$ cat config.mk
export PLATFORM = sky130hd
export DESIGN_NAME = uart_rx_in_mod
export DESIGN_NICKNAME = d
export VERILOG_FILES = /design/src/rtl/uart_rx_in_mod.sv
export SDC_FILE = /design/constraint.sdc
export NUM_CORES = 1
export LEC_CHECK = 0
export CAP_MARGIN = 20
export CORE_MARGIN = 4
export CORE_UTILIZATION = 45
export CTS_BUF_LIST = sky130_fd_sc_hd__clkbuf_8
export CTS_CLUSTER_SIZE = 12
export DETAILED_ROUTE_END_ITERATION = 10
export SLEW_MARGIN = 30
export SYNTH_ARGS = -nofsm -noshare
export SYNTH_HDL_FRONTEND = slang
export SYNTH_SLANG_ARGS = --single-unit
$ cat constraint.sdc
create_clock -name clk -period 2.35 [get_ports clk]
set_input_delay 0.3525 -clock clk [delete_from_list [all_inputs] [get_ports clk]]
set_output_delay 0.3525 -clock clk [all_outputs]
set_load 0.02 [all_outputs]
$ cat src/rtl/uart_rx_in_mod.sv
// UART 8N1 receiver with a 2-FF input synchroniser, mid-bit sampling and one-cycle result strobes.
// Define UART_RX_PARITY_EN to receive 8E1 frames and report parity mismatches on parity_err.
module uart_rx_in_mod #(
    parameter int BAUD_RATE  = 115200,
    parameter int CLOCK_FREQ = 100_000_000
) (
    input  logic       clk,
    input  logic       rst_n,
    input  logic       rx,
    output logic [7:0] data,
    output logic       valid,
    output logic       frame_err,
    output logic       parity_err,
    output logic       busy
);
    localparam int BAUD_COUNT = CLOCK_FREQ / BAUD_RATE;
    localparam int HALF_COUNT = BAUD_COUNT / 2;
    localparam int CNT_W      = $clog2(BAUD_COUNT);
    localparam logic [CNT_W-1:0] CNT_FULL = CNT_W'(BAUD_COUNT - 1);
    localparam logic [CNT_W-1:0] CNT_HALF = CNT_W'(HALF_COUNT - 1);

    typedef enum logic [2:0] {
        S_IDLE,
        S_START,
        S_DATA,
`ifdef UART_RX_PARITY_EN
        S_PARITY,
`endif
        S_STOP,
        S_BREAK
    } state_t;

    state_t           state;
    state_t           state_nxt;
    logic             rx_meta;
    logic             rx_s;
    logic [CNT_W-1:0] cnt;
    logic [2:0]       bit_idx;
    logic [7:0]       shift_reg;
    logic             cnt_full;
    logic             cnt_half;
    logic             par_bad;
    logic             valid_nxt;
    logic             frame_err_nxt;
    logic             parity_err_nxt;
    logic             load_data;

    assign cnt_full = (cnt == CNT_FULL);
    assign cnt_half = (cnt == CNT_HALF);

    always_ff @(posedge clk or negedge rst_n) begin
        if (!rst_n) begin
            rx_meta <= 1'b1;
            rx_s    <= 1'b1;
        end else begin
            rx_meta <= rx;
            rx_s    <= rx_meta;
        end
    end

    always_ff @(posedge clk or negedge rst_n) begin
        if (!rst_n) begin
            state <= S_IDLE;
        end else begin
            state <= state_nxt;
        end
    end

    always_comb begin
        state_nxt = state;
        case (state)
            S_IDLE:  if (!rx_s) state_nxt = S_START;
            S_START: if (cnt_half) state_nxt = rx_s ? S_IDLE : S_DATA;
`ifdef UART_RX_PARITY_EN
            S_DATA:   if (cnt_full && bit_idx == 3'd7) state_nxt = S_PARITY;
            S_PARITY: if (cnt_full) state_nxt = S_STOP;
`else
            S_DATA:   if (cnt_full && bit_idx == 3'd7) state_nxt = S_STOP;
`endif
            // Leaving on the mid-stop sample lets a zero-gap start edge be caught.
            S_STOP:  if (cnt_full) state_nxt = rx_s ? S_IDLE : S_BREAK;
            S_BREAK: if (rx_s) state_nxt = S_IDLE;
            default: state_nxt = S_IDLE;
        endcase
    end

`ifdef UART_RX_PARITY_EN
    logic parity_bit;
    assign par_bad = ((^shift_reg) != parity_bit);
`else
    assign par_bad = 1'b0;
`endif

    always_comb begin
        valid_nxt      = 1'b0;
        frame_err_nxt  = 1'b0;
        parity_err_nxt = 1'b0;
        load_data      = 1'b0;
        if (state == S_STOP && cnt_full) begin
            if (rx_s) begin
                valid_nxt      = !par_bad;
                parity_err_nxt = par_bad;
                load_data      = !par_bad;
            end else begin
                frame_err_nxt  = 1'b1;
                parity_err_nxt = par_bad;
            end
        end
    end

    assign busy = (state != S_IDLE);

    always_ff @(posedge clk or negedge rst_n) begin
        if (!rst_n) begin
            cnt     <= '0;
            bit_idx <= '0;
        end else begin
            case (state)
                S_START: begin
                    cnt     <= cnt_half ? '0 : cnt + 1'b1;
                    bit_idx <= '0;
                end
                S_DATA: begin
                    if (cnt_full) begin
                        cnt     <= '0;
                        bit_idx <= bit_idx + 1'b1;
                    end else begin
                        cnt <= cnt + 1'b1;
                    end
                end
`ifdef UART_RX_PARITY_EN
                S_PARITY: cnt <= cnt_full ? '0 : cnt + 1'b1;
`endif
                S_STOP:  cnt <= cnt_full ? '0 : cnt + 1'b1;
                default: cnt <= '0;
            endcase
        end
    end

    // Pure datapath: contents are only consumed after a full frame has been shifted in.
    always_ff @(posedge clk) begin
        if (state == S_DATA && cnt_full) begin
            shift_reg <= {rx_s, shift_reg[7:1]};
        end
`ifdef UART_RX_PARITY_EN
        if (state == S_PARITY && cnt_full) begin
            parity_bit <= rx_s;
        end
`endif
    end

    always_ff @(posedge clk or negedge rst_n) begin
        if (!rst_n) begin
            data       <= 8'h00;
            valid      <= 1'b0;
            frame_err  <= 1'b0;
            parity_err <= 1'b0;
        end else begin
            valid      <= valid_nxt;
            frame_err  <= frame_err_nxt;
            parity_err <= parity_err_nxt;
            if (load_data) begin
                data <= shift_reg;
            end
        end
    end
endmodule
# == Word level (Yosys, flattened, before mapping) ==
# Cells that the tools add are included.
# Widths: inputs -> output; s select.
# word_totals
ff_bits,36
input_bits,3
output_inout_bits,12
wordCells,50
# classes
addsub,2
eq_ne,13
n_mux,17
n_reduce_logical,9
# op_table
op,count
$mux 3,7
$mux 10,2
$pmux 10 s2,1
$pmux 3 s5,1
$ne 2x2->1 const B,6
$add 10x1->10 const B,1
$eq 10x10->1 const B,1
$eq 10x9->1 const B,1
$eq 3x2->1 const B,2
$eq 3x3->1 const B,2
$pmux 3 s2,1
$reduce_and 5->1,1
$mux 1,4
$add 3x1->3 const B,1
$eq 3x1->1 const B,1
$logic_and 1x1->1,3
$logic_not 3->1,1
$reduce_bool 3->1,1
$mux 2,1
$reduce_and 2->1,1
$reduce_bool 2->1,1
$reduce_or 2->1,1

# == Depth between registers and ports, before layout ==
# logic_depth
depth_word,4
mapped_depth,7
ltp_nobuf,6

# == Least setup slack after synthesis ==
# OpenSTA, ideal clock, no wires.
# synth_path
path_type,reg-to-reg
startpoint,register cnt[0]
endpoint,register data[0]
setup_time_ns,0.125
arrival_time_ns,1.753
required_time_ns,2.225
slack_ns,0.472
stages_incl_launch_ff,8
n_path_buf,2
synth_period_minus_slack_ns,1.878
path_cell_list,dfrtp_1 > ha_1 > and4bb_4 > and3_4 > buf_6 > and4_4 > buf_12 > mux2_4
# synth_between
elab_chain_cells,3
# synth_lines
element,line,text
"start, declared",37,logic [CNT_W-1:0] cnt;
"start signal, assigned",120,cnt <= cnt_half ? '0 : cnt + 1'b1;
"start signal, assigned",128,cnt <= cnt + 1'b1;
"start signal, assigned",134,S_STOP: cnt <= cnt_full ? '0 : cnt + 1'b1;
$eq 10x10->1,48,assign cnt_full = (cnt == CNT_FULL);
$logic_and 1x1->1,99,if (state == S_STOP && cnt_full) begin
$mux 1,99,
via load_data,46,logic load_data;
"end signal, assigned",163,data <= shift_reg;
"end, declared",10,"output logic [7:0] data,"
# The timed path passes the listed nets, and every way through them passes these cells.
# A chain may end at the register's enable or synchronous reset.

# == Worst setup path after layout ==
# layout_path
startpoint,register state[1]
endpoint,output port busy
# layout_between
elab_chain_cells,1
# layout_lines
element,line,text
"start, declared",33,state_t state;
"start signal, assigned",65,state <= state_nxt;
$reduce_bool 3->1,111,assign busy = (state != S_IDLE);
"end, declared",14,output logic busy
# No other way between the ends.

==> summary.txt <==
result of the run: completed
clk sinks: 36
maximum clock path buffer count: 2
CTS tree: yes
pin count of the biggest net entering global routing: 29
Distinct cells, synth: 45
Max Clk Rate: 0.486 GHz
routed len/inst: 15.4 um
PD cells: 565 nW/um2
total grt overflow: 0
I/O pin cnt: 15
# Post-CTS Setup Buffers: 0
crit path launch type: flop
ANT cells: 0
RSZ-0062 raised after global routing: false
Cells after Synth: 125
die boundary width: 68.6 um
max FFs per register: 10
port bufs: 13
yosys warns: 0
final-report setup violation count: 0
row cnt: 21
Cell Area, Synth: 1650 um2
Final Slew Violations: 0
post-layout util: 55.0%
Via density: 5.34
Worst Path Arrival: 1.70 ns
Total GRT Usage: 14.4%
vias in the first global route: 1017
reg2reg setup slack: 0.42 ns
top post-synthesis cells by area: dfrtp_1 (39%), edfxtp_1 (15%), mux2_4 (7.3%), dfstp_2 (3.2%), ha_1 (3.0%)
fin nets: 150
clock slew at reported path FFs: 0.07 ns
top cell type by total area after synthesis: dfrtp_1
Critical Path RT: 2.00 ns
Hold WC Path Type: reg -> reg
non-filler cells, final: 190
clk root buf: clkbuf_8
share of cells above drive strength 1: 21.5%
WS Path Type: reg -> out
Placed Cells: 182
Skew-Pair Late Insertion Delay: 0.28 ns
Synth async-reset ratio: 77.8%
WHS: 0.361 ns
setup TNS: 0 ns
number of DRC markers in iteration 0: 86
final worst slack: 0.293 ns
DPL Wire Length: 2020 um
ys flop type: dfrtp_1
Leakage: 0.810 nW
WHS Path Cells: 0
first-pass GRT wire length: 4870 um
full die area: 4710 um2
Post-synth top cells: dfrtp_1 (26), nor2_1 (13), edfxtp_1 (8), mux2_4 (8), nand3_1 (5)
PostCTS Resize Cnt: 0
Chip Height: 68.6 um
Hold Violations, Final: 0
post-route ant nets: 0
Tcrit/Tclk final: 87.5%
Pwr Total: 1.07 mW
Final Cell Area: 1890 um2
Final Wtd Congestion: 0.799
Yosys reg bits: 36
worst clock skew: 0.00337 ns
top-count cell post-synth: dfrtp_1
synth-to-layout area growth: 14.5%
initial core utilization: 48.0%
worst reg2reg path depth: 5
First-pass DRT Iterations: 4
via count: 1014
initial antenna violation count: 0
Net Count, Synth: 132
Post-synth EDFFs: 8
number of buffers created by CTS: 5
Routed WL: 2920 um
CTS Hold Bufs: 0
total core area: 3440 um2
max-cap viol count: 0
placed inst area: 1810 um2
maximum vdd drop: 0.000276 V
# H-tree levels: 2
Tmin final: 2.06 ns
post-place setup slack: 0.419 ns
sequential area share after synthesis: 57.1%
Post-Syn Area per Cell: 13.2 um2
CP max FO: 10
top cell type's share of synthesized area: 39.4%
DRC Markers: 0
CP Capture Type: output pin
## metal layers
metal	wire length [um]	global-route usage (%)	vias to the layer above
met2	1360	22.9	21
met4	27	4.96	0
met1	1390	17.9	504
met5	0	0	-
li1	-	-	487
met3	136	5.67	2
## cells in the final DEF (no fill, tap or decap), drive strengths merged, types with 2 or more instances in the layout
master          n
dfrtp          26
nor2           13
clkdlybuf4s50  13
mux2            8
edfxtp          8
nand3           5
clkbuf          5
xor2            4
nor3            4
ha              4
buf             4
inv             3
nand4           3
xnor2           3
or3             3
a21oi           3
nand2           2
o21ai           2
a32oi           2
o2bb2ai         2
dfstp           2
and4            2
and3            2
a21o            2
## final timing paths
check | startpoint | end
min in group asynchronous | rst_n | data[3]
max in group asynchronous | rst_n | rx_s
worst min-delay path | rx_meta | rx_s
worst max-delay path | state[1] | busy
worst max register to register | cnt[0] | data[0]
worst min register to register | rx_meta | rx_s
## critical path, cell delays in order, from the launching register on
cell and delay (ns):
dfrtp_1 0.49, or3_1 0.38, clkdlybuf4s50_1 0.55
## cells by family (layout without fill, tap and decap cells)
| logic type | Yosys count | in the layout | synth area share, % |
|---|---|---|---|
| other cells | 1 | 1 | 0.227 |
| xor+xnor | 7 | 7 | 3.71 |
| simple gates | 44 | 44 | 16.6 |
| compound gates | 16 | 16 | 7.34 |
| mux | 9 | 9 | 7.87 |
| fa+ha+maj | 4 | 4 | 3.03 |
| flops | 36 | 36 | 57.1 |
| buf+inv | 8 | 27 | 4.16 |
## power breakdown
group	leakage [nW]	switching, mW	internal, mW
Sequential	0.441	0.00151	0.640
Clock	0.0430	0.213	0.201
Combinational	0.326	0.0112	0.00444
## cell type report
class | instances | area, um2
clock inverter | 3 | 15.0
clock buffer | 5 | 68.8
multi-input combinational | 81 | 641
tap | 46 | 57.6
timing repair buffer | 17 | 160
inverter | 2 | 7.51
sequential | 36 | 943
fill | 292 | 1550
No activity file was read; power rests on OpenSTA's default activity.
==> variant, RTL diff (config.mk and constraints unchanged) <==
Change the parameter `CLOCK_FREQ` from 100_000_000 to 25_000_000.
--- a/src/rtl/uart_rx_in_mod.sv
+++ b/src/rtl/uart_rx_in_mod.sv
@@ -2,7 +2,7 @@
 // Define UART_RX_PARITY_EN to receive 8E1 frames and report parity mismatches on parity_err.
 module uart_rx_in_mod #(
     parameter int BAUD_RATE  = 115200,
-    parameter int CLOCK_FREQ = 100_000_000
+    parameter int CLOCK_FREQ = 25_000_000
 ) (
     input  logic       clk,
     input  logic       rst_n,
Check against the original RTL: no difference found for any inputs over 10 cycles, from zero or initial values and one cycle with rst_n low; that may be too few to reach the edited logic, so the function may still have changed.
==> variant against the original RTL <==
Sequential share of layout area decreased by 0.15 points. Cell area decreased by 5.0%. Routed wire length decreased by 14%. Count of clock-buffer cells in the layout unchanged. Area after synthesis decreased by 11%. Sequential cell count decreased by 2. Worst setup slack got worse by 17 ps. Power increased by 18%. Largest power group is now clock.
==> variant: results (changes against the original RTL) <==
initial antenna violation count 0 (unchanged); vias in the first global route 891 (-12%); share of post-route cells with drive strength above 1 18.94% (-2.6 points); number of enable-type register cells in the synthesized netlist 8 (unchanged); placer congestion estimate 0.8555 (+7.1%); pin count of the biggest net entering global routing 27 (-6.9%); Filler cells 282 (-3.4%); Met2 Routed Length 1.122 mm (-18%); share of flip-flops with an asynchronous set or reset after synthesis 76.47% (-1.3 points); CP arrival 1720 ps (+20 ps); total length of routed wires 2.506 mm (-14%); reported leakage power 0.7969 nW (-1.7%); post-CTS sizing 0 (unchanged); Routed met1 length 1.196 mm (-14%); worst-path cell with the longest stage delay sky130_fd_sc_hd__clkdlybuf4s50_1; wire length of the first global-routing pass 4.305 mm (-12%); antenna diode count 0 (unchanged); worst supply voltage drop on vdd 708.2 uV (+160%); total negative setup slack 0 ps (unchanged); via count 926 (-8.7%); post-placement cell count 168 (-7.7%); Longest Clk Path Bufs 2 (unchanged); worst-skew pair later-pin latency just under 300 ps; Seq/Total Area, Yosys 60.51% (+3.4 points); post-detail-place hpwl 1.701 mm (-16%); cell count after synthesis 112 (-10%); number of unique standard cell types used by synthesis 35 (-22%); Clock Root Buffer sky130_fd_sc_hd__clkbuf_8; Commonest cells post-synth sky130_fd_sc_hd__dfrtp_1 (24), sky130_fd_sc_hd__nor2_1 (11), sky130_fd_sc_hd__edfxtp_1 (8), sky130_fd_sc_hd__mux2_2 (8); highest signal layer in the routed design met4; post-layout net count 138 (-8.0%); clock slew at the register clock pins of the worst setup and hold paths 70 ps (about the same); Setup Fix Bufs, Post-CTS 0 (unchanged); hold crit path type reg -> reg; PortBufs 13 (unchanged); met3 wire len 129 um (-5.1%); Initial DRC Count 86 (unchanged); wire length per cell 14.24 um (-7.3%); Tot GR Track Use 13.83% (-0.61 points); Critical Path Max Stage Delay between 500 and 600 ps; first-pass iteration count of the detailed router 4 (unchanged); dominant cells by area after synthesis sky130_fd_sc_hd__dfrtp_1 (41%), sky130_fd_sc_hd__edfxtp_1 (16%), sky130_fd_sc_hd__mux2_2 (6.1%); final worst clock skew 5.519 ps (+2.147 ps); run status complete, no violations; Net Sw Power 0.2280 mW (+1.1%); net count after synthesis 119 (-9.8%); TritonCTS Buffers 5 (unchanged); highest net fanout along the worst path 15 (+5); deepest level of the CTS H-tree 2 (unchanged); synthesis warning total 0 (unchanged)
variant: changes by cell type after synthesis, moves of 3 or more:
cell / before / now
sky130_fd_sc_hd__inv_1: 2 / 6
sky130_fd_sc_hd__mux2_2: 0 / 8
sky130_fd_sc_hd__mux2_4: 8 / 0
sky130_fd_sc_hd__nand3_1: 5 / 2
sky130_fd_sc_hd__o21ai_0: 2 / 6
sky130_fd_sc_hd__o311ai_0: 0 / 3
variant: final timing paths:
kind | startpoint | end | slack [ps] | depth (start not counted)
worst max register to register | cnt[0] | shift_reg[4] | 590 | 7
max in group asynchronous | rst_n | rx_meta | 1610 | 2
worst min-delay path | rx_meta | rx_s | 360 | 0
min in group asynchronous | rst_n | frame_err | 440 | 2
worst min register to register | rx_meta | rx_s | 360 | 0
worst max-delay path | state[0] | busy | 280 | 2
variant: power groups by stage:
| stage | Combinational, mW | Clock [mW] | Sequential [mW] |
|---|---|---|---|
| floorplan | 0.00270 | 0 | 0.619 |
| global placement | 0.0150 | 0 | 0.619 |
| detailed placement | 0.0151 | 0 | 0.619 |
| CTS | 0.0152 | 0.662 | 0.608 |
| global route | 0.0171 | 0.687 | 0.608 |
| finish | 0.0142 | 0.640 | 0.608 |
variant: cells by family (layout without fill, tap and decap cells):
logic type	count (synthesis)	in the layout	share of synthesized area (%)
adders and majority gates	4	4	3.390
and+or+nand+nor	31	31	14.41
other	1	1	0.2540
xor gates and xnor gates	6	6	3.560
AOI/OAI and AO/OA	19	19	9.153
buffers and inverters	9	29	2.627
DFF	34	34	60.51
muxes	8	8	6.102
variant: final cells by class:
| class | instances | area share, % |
|---|---|---|
| Sequential cell | 34 | 49.69 |
| Clock buffer | 5 | 3.827 |
| Timing Repair Buffer | 15 | 8.072 |
| Tap cell | 44 | 3.062 |
| Inverter | 6 | 1.253 |
| Multi-Input combinational cell | 69 | 30.27 |
| Clock inverter | 3 | 3.827 |
variant: per-stage QoR:
stage / hold slack [ps] / util (%) / worst slack [ps] / power [mW] / area, sq um
after floorplan: 56.91 / - / 551.7 / 0.6213 / 1476
after global placement: 345.8 / 53.51 / 595.6 / 0.6339 / 1660
after detailed placement: 348.8 / 53.51 / 580.8 / 0.6345 / 1660
after CTS: 359.5 / 57.94 / 266.4 / 1.285 / 1798
after global routing: 365.7 / 57.94 / 202.4 / 1.311 / 1798
final: 357.5 / 57.94 / 275.5 / 1.262 / 1798
variant: layer usage:
layer,up-vias,GRT usage [%]
met4,0,7.772
met1,451,17.89
met3,5,5.470
met5,-,0
li1,443,-
met2,27,19.60
variant: worst max-delay path: cells and delay by family, from the launching register on:
kind                   cells  cell delay (ps)
flip-flops                 1              530
AND/OR/NAND/NOR            1              360
buffers and inverters      1              540
